==> src/rtl/cr_kme_word_unpacker.sv <==
// Word-to-beat unpacker. Pops one wide word from an upstream FIFO read port
// and emits it as NBEATS narrower beats, most-significant beat first.
// The next word is fetched on the final beat, so back-to-back words have no bubble.
//
// state | meaning
// ------+--------------------------------------------------------------
// EMPTY | no word held; pops in_data as soon as in_valid is high
// HOLD  | word held in hold_q; beat idx_q is presented on out_data
module cr_kme_word_unpacker #(
   parameter int DATA_SIZE = 128,
   parameter int BEAT_SIZE = 32
) (
   input  logic                 clk,
   input  logic                 rst,
   input  logic [DATA_SIZE-1:0] in_data,
   input  logic                 in_valid,
   output logic                 in_ack,
   output logic [BEAT_SIZE-1:0] out_data,
   output logic                 out_valid,
   input  logic                 out_ready,
   output logic                 out_last,
   output logic [15:0]          word_cnt,
   output logic                 ack_err
);

   localparam int NBEATS = DATA_SIZE / BEAT_SIZE;
   // A single-beat configuration still needs a 1-bit index to stay legal.
   localparam int IDX_W = (NBEATS > 1) ? $clog2(NBEATS) : 1;
   localparam logic [IDX_W-1:0] LAST_IDX = IDX_W'(NBEATS - 1);

   typedef enum logic {
      EMPTY = 1'b0,
      HOLD  = 1'b1
   } state_t;

   state_t               state_q;
   logic [DATA_SIZE-1:0] hold_q;
   logic [IDX_W-1:0]     idx_q;
   logic [15:0]          word_cnt_q;
   logic                 ack_err_q;
   logic                 in_valid_q;
   logic                 in_ack_q;

   logic                 accept;
   logic                 at_last;
   logic                 load;
   logic                 ack_err_d;
   logic [DATA_SIZE-1:0] shifted;

   assign accept  = (state_q == HOLD) & out_ready;
   assign at_last = (idx_q == LAST_IDX);
   // Reset gates the pop so a word offered during reset is left in the FIFO.
   assign load    = ~rst & in_valid & ((state_q == EMPTY) | (accept & at_last));
   assign in_ack  = load;

   // Upstream retracted valid without having been popped.
   assign ack_err_d = in_valid_q & ~in_ack_q & ~in_valid;

   // Shifting the held word left brings beat idx_q to the top slice.
   assign shifted   = hold_q << (int'(idx_q) * BEAT_SIZE);
   assign out_valid = (state_q == HOLD);
   assign out_data  = out_valid ? shifted[DATA_SIZE-1 -: BEAT_SIZE] : '0;
   assign out_last  = out_valid & at_last;
   assign word_cnt  = word_cnt_q;
   assign ack_err   = ack_err_q;

   // State machine, holding register, beat index, word counter and error flag.
   always_ff @(posedge clk) begin
      if (rst) begin
         state_q    <= EMPTY;
         hold_q     <= '0;
         idx_q      <= '0;
         word_cnt_q <= '0;
         ack_err_q  <= 1'b0;
         in_valid_q <= 1'b0;
         in_ack_q   <= 1'b0;
      end else begin
         in_valid_q <= in_valid;
         in_ack_q   <= load;
         if (ack_err_d) begin
            ack_err_q <= 1'b1;
         end
         if (accept & at_last) begin
            word_cnt_q <= word_cnt_q + 16'd1;
         end
         if (load) begin
            hold_q  <= in_data;
            idx_q   <= '0;
            state_q <= HOLD;
         end else if (accept) begin
            if (at_last) begin
               state_q <= EMPTY;
            end else begin
               idx_q <= idx_q + IDX_W'(1);
            end
         end
      end
   end

endmodule

==> config.mk <==
export PLATFORM = sky130hd
export DESIGN_NAME = cr_kme_word_unpacker
export DESIGN_NICKNAME = d
export VERILOG_FILES = /design/src/rtl/cr_kme_word_unpacker.sv
export SDC_FILE = /design/constraint.sdc
export NUM_CORES = 1
export LEC_CHECK = 0
export CAP_MARGIN = 20
export CELL_PAD_IN_SITES_DETAIL_PLACEMENT = 1
export CELL_PAD_IN_SITES_GLOBAL_PLACEMENT = 1
export CORE_MARGIN = 2
export CORE_UTILIZATION = 36
export DETAILED_ROUTE_END_ITERATION = 8
export MAX_ROUTING_LAYER = met4
export PLACE_DENSITY_LB_ADDON = 0.08
export SLEW_MARGIN = 10
export SYNTH_ARGS = -nofsm -noshare
export SYNTH_HDL_FRONTEND = slang
export SYNTH_SLANG_ARGS = --single-unit
==> constraint.sdc <==
create_clock -name clk -period 2.6 [get_ports clk]
set_clock_uncertainty 0.2 [all_clocks]
set_input_delay 0.52 -clock clk [delete_from_list [all_inputs] [get_ports clk]]
set_output_delay 0.52 -clock clk [all_outputs]
set_load 0.05 [all_outputs]
# Word-level counts from Yosys, hierarchy flattened
# Cells that the tools add are included.
# word_totals
register_bits	150
in_bits	132
output_inout_bits	52
elab_cells	33
# classes
add_sub_neg	2
eq_ne	1
shift	1
mux	4
bitwise	13
reduce_logical	5
# op_table
operator	count
<< shifter 128 x 7 -> 128 bit	1
2-to-1 mux 32 bit	1
adder 16 x 1 -> 16 bit, second input constant	1
bitwise AND 1 bit	7
inverter 1 bit	5
AND reduction 2 bit	2
nonzero test 2 bit	2
2-to-1 mux 1 bit	3
adder 2 x 1 -> 2 bit, second input constant	1
== test 2 bit, second input constant	1
OR reduction 2 bit	1
OR 1 bit	1

# Depth between registers and ports, before layout
# depth
ltp_word	6
mapped_depth	9
depth_no_buf	5

# Worst setup path after synthesis
# No wires, ideal clock.
# synth_timing
path_type	register to output
startpoint	register idx_q[1]
endpoint	output port out_data[10]
arrival_ps	1622
required_ps	1880
setup_slack_ps	258
path_stages_with_launch	5
path_cell_list	dfxtp_1 -> buf_2 -> buf_2 -> mux4_2 -> and2_1
# synth_between
elab_chain_cells	2
# synth_rtl
element	line_no	text
start: declaration	38	logic [IDX_W-1:0] idx_q;
start signal: assignment	94	idx_q <= idx_q + IDX_W'(1);
<< shifter 128 x 7 -> 128 bit	60	assign shifted = hold_q << (int'(idx_q) * BEAT_SIZE);
2-to-1 mux 32 bit	62	assign out_data = out_valid ? shifted[DATA_SIZE-1 -: BEAT_SIZE] : '0;
end: declaration	18	output logic [BEAT_SIZE-1:0] out_data,
# Every way passes these cells.

# Final worst setup path
# layout_timing
startpoint	register idx_q[1]
endpoint	output port out_data[12]
# The elaborated chain is that of the path after synthesis.

==> flow_metrics.tcl <==
set metrics [dict create \
    numCtsBuffers 17 \
    clk_pin_slew_ps 60 \
    port-buffer-count 183 \
    htree_levels 4 \
    fin_crit_sh 1.00 \
    insertion_delay_ps 420 \
    hp-class "primary input to register" \
    drv_slew 0 \
    fmax_mhz 383 \
    r2r_end "word_cnt[15]" \
    grt_first_pass_wirelength_um 29900 \
    crit_path_end_kind "primary output" \
    seq_area_um2 3010 \
    ys_types 38 \
    worstSetupPathType "register to primary output" \
    r2r_slack_ps 440 \
    track_usage 0.197 \
    fp.dieH_um 141 \
    slew_headroom 0.645 \
    seq_power_share 0.429 \
    ys_seq_area_frac 0.448 \
    cts_tree "yes" \
    wire_per_inst_um 16.2 \
    reg2reg_from "idx_q[0]" \
    synth.avg_cell_area_um2 9.11 \
    arrival_ps 1890 \
    p_comb_frac 0.133 \
    run_status "finished, violations left" \
    hold_start "rst" \
    fin_ws_ps -9.27 \
    crit_buf_inv 2 \
    power_density_nw_per_um2 607 \
    switching_share 0.238 \
    crit_path_start_kind "register" \
    power.internal_mw 4.48 \
    via_count 5548 \
    finalCriticalPeriod_ps 2610 \
    cts_buffer_depth 2 \
    dp.cells 1109 \
    grt_pass1_vias 5913 \
    switchingPower_mw 1.40 \
    crit_slowest_cell "mux4_2" \
    cp_max_fo 16 \
    multi_input_area_um2 3430 \
    critical_path.most_common_cell "buf_12" \
    worstHoldEndpoint "in_valid_q" \
    setup_tns_ps -11.4 \
    ys.flop_type "dfxtp_1" \
    fin_hold_ws_ps 111 \
    synth-async-reset-ratio 0 \
    drt_wl_total_um 18500 \
    total_power_mw 5.88 \
    rsz0062_at_grt "true" \
    grt_max_degree 151 \
    synthCells 736 \
    ff2ff_path_depth 5 \
    routabilityCongestion 0.759 \
    drtIter0Drc 262 \
    p_leak_nw 3.50 \
    crit_family "multiplexers" \
    drc 0 \
    diodes 0 \
    synth_edf_count 0 \
    antenna_found_initial 0 \
    cts_root_buffer "clkbuf_16" \
    start_util 0.370 \
    dieArea_um2 19700 \
    nFillCells 2047 \
    required_ps 1880 \
    cts_sinks 150 \
    worst_pin_slew_ps 531 \
    ios 184 \
    syn_nets 870 \
    violations "negative setup slack" \
    layout-drive-gt1-share 0.176 \
    coreArea_um2 18100 \
    dp_hpwl_um 12600 \
    yosysWarnings 0 \
    first_pass_iters 4 \
    cap_violations 0 \
    hold_depth 2 \
    clkPwrFrac 0.438 \
    syn-cell-area_um2 6710 \
    slowest_delay_ps 530 \
    detail-route-antenna-nets 0 \
    fp-row-count 49 \
    fin_cells 1140 \
    nNetsFinal 1034 \
    fp.dieW_um 141 \
    place_area_um2 8900 \
    syn_to_final_growth_pct 44.4 \
    finalHoldViolCount 0 \
    grt-ovfl-total 0 \
    fin_area_um2 9690 \
    crit_chain "buf_12, mux4_2, and2_4, buf_12" \
    synth_seq_cells 150 \
    ir_drop_mv 0.403 \
    setup_viol 3 \
    vias_per_cell 4.87 \
]
==> worst register-to-register path: stages (launching register included) <==
cell,delay [ps]
dfxtp_4,460
ha_1,330
nand3_2,200
nor2_1,210
nor4b_1,280
mux2_2,370
==> worst max-delay path by stage <==
| stage | start | to | slack (ps) | cells past startpoint |
|---|---|---|---|---|
| 5_1_grt | idx_q[1] | out_data[6] | -80 | 4 |
| 3_5_place_dp | out_ready | word_cnt[15] | 150 | 5 |
| 2_1_floorplan | idx_q[1] | out_data[10] | 260 | 4 |
| 3_3_place_gp | out_ready | word_cnt[15] | 210 | 5 |
| 4_1_cts | idx_q[1] | out_data[16] | -40 | 5 |
| 6_report | idx_q[1] | out_data[12] | -9 | 4 |
==> flip-flops by register name (all words and copies together), names as in the netlist <==
signal,cells
in_valid_q,1
ack_err,1
idx_q,2
in_ack_q,1
out_valid,1
word_cnt,16
hold_q,128
==> routing by layer <==
layer  wire length (µm)  up-vias  global-route usage
met2               9410      117               0.338
li1                   -     2773                   -
met4                107        0              0.0400
met3                828        8              0.0523
met1               8160     2650               0.234
met5                  0        -                   -
==> power by group through the flow <==
stage / registers (mW) / clock network, mW / logic (mW)
4_1_cts: 2.52 / 2.64 / 0.784
3_5_place_dp: 2.57 / 0 / 0.755
5_1_grt: 2.54 / 2.74 / 0.846
2_1_floorplan: 2.54 / 0 / 0.392
6_report: 2.52 / 2.58 / 0.780
3_3_place_gp: 2.56 / 0 / 0.738
==> area by class of cell <==
cell class                 count  share of cell area
multi-input combinational    526               0.355
sequential                   150               0.311
timing repair buffer         204               0.242
clock buffer                  17              0.0439
tap                          229              0.0296
clock inverter                13              0.0189
inverter                       1            0.000388
==> synthesized netlist by cell type, types with 3 or more instances <==
library cell  number  area (µm²)
nor3_1             4        20.0
nand4_1            5        31.3
xor2_1             5        43.8
nand2_1          132         495
mux4_2            32         721
xnor2_1            7        61.3
buf_2              9        45.0
nand2b_1         128         801
dfxtp_1          150        3000
buf_6             12         135
buf_4              4        30.0
nor2b_1            5        31.3
a21oi_1            3        15.0
o21ai_0          115         576
clkbuf_1          31         116
and2_1            32         200
nand3_1            4        20.0
o21ai_1           14        70.1
nor2_1            20        75.1
==> logic make-up after synthesis <==
logic type               synth area share
flip-flops                          0.448
AO/OA/AOI/OAI                       0.101
AND/OR/NAND/NOR                     0.265
XOR/XNOR                           0.0157
adder cells (fa/ha/maj)           0.00373
multiplexers                        0.114
buffers and inverters              0.0533
==> repair_timing <==
action,in CTS,in global routing
setup endpoints to repair,32,32
cloned,1,0
gates resized for setup,37,16
hold buffers,0,0
buffers inserted,1,0
==> cell usage in the layout (no fill, tap or decap), types with 2 or more instances in the layout <==
cell             instances
dfxtp_1                148
clkdlybuf4s50_1        147
nand2_1                132
nand2b_1               128
o21ai_0                115
mux4_2                  32
and2_4                  32
buf_12                  30
nor2_1                  20
clkbuf_16               17
buf_6                   16
o21ai_1                 14
buf_4                   10
xnor2_1                  7
nand4_1                  5
xor2_1                   5
nor2b_1                  4
nor3_1                   4
nand3_1                  4
bufinv_16                4
clkinvlp_4               4
a21oi_1                  3
clkinv_2                 3
and4_1                   2
and3_1                   2
mux2i_1                  2
ha_1                     2
dfxtp_4                  2
==> through the flow <==
step                      worst slack [ps]  utilization
after floorplan                        258            -
after global placement                 208        0.491
after detailed placement               150        0.491
after CTS                            -44.7        0.533
after global routing                 -82.3        0.534
final                                -9.27        0.534
No activity file was read; power rests on OpenSTA's default activity.
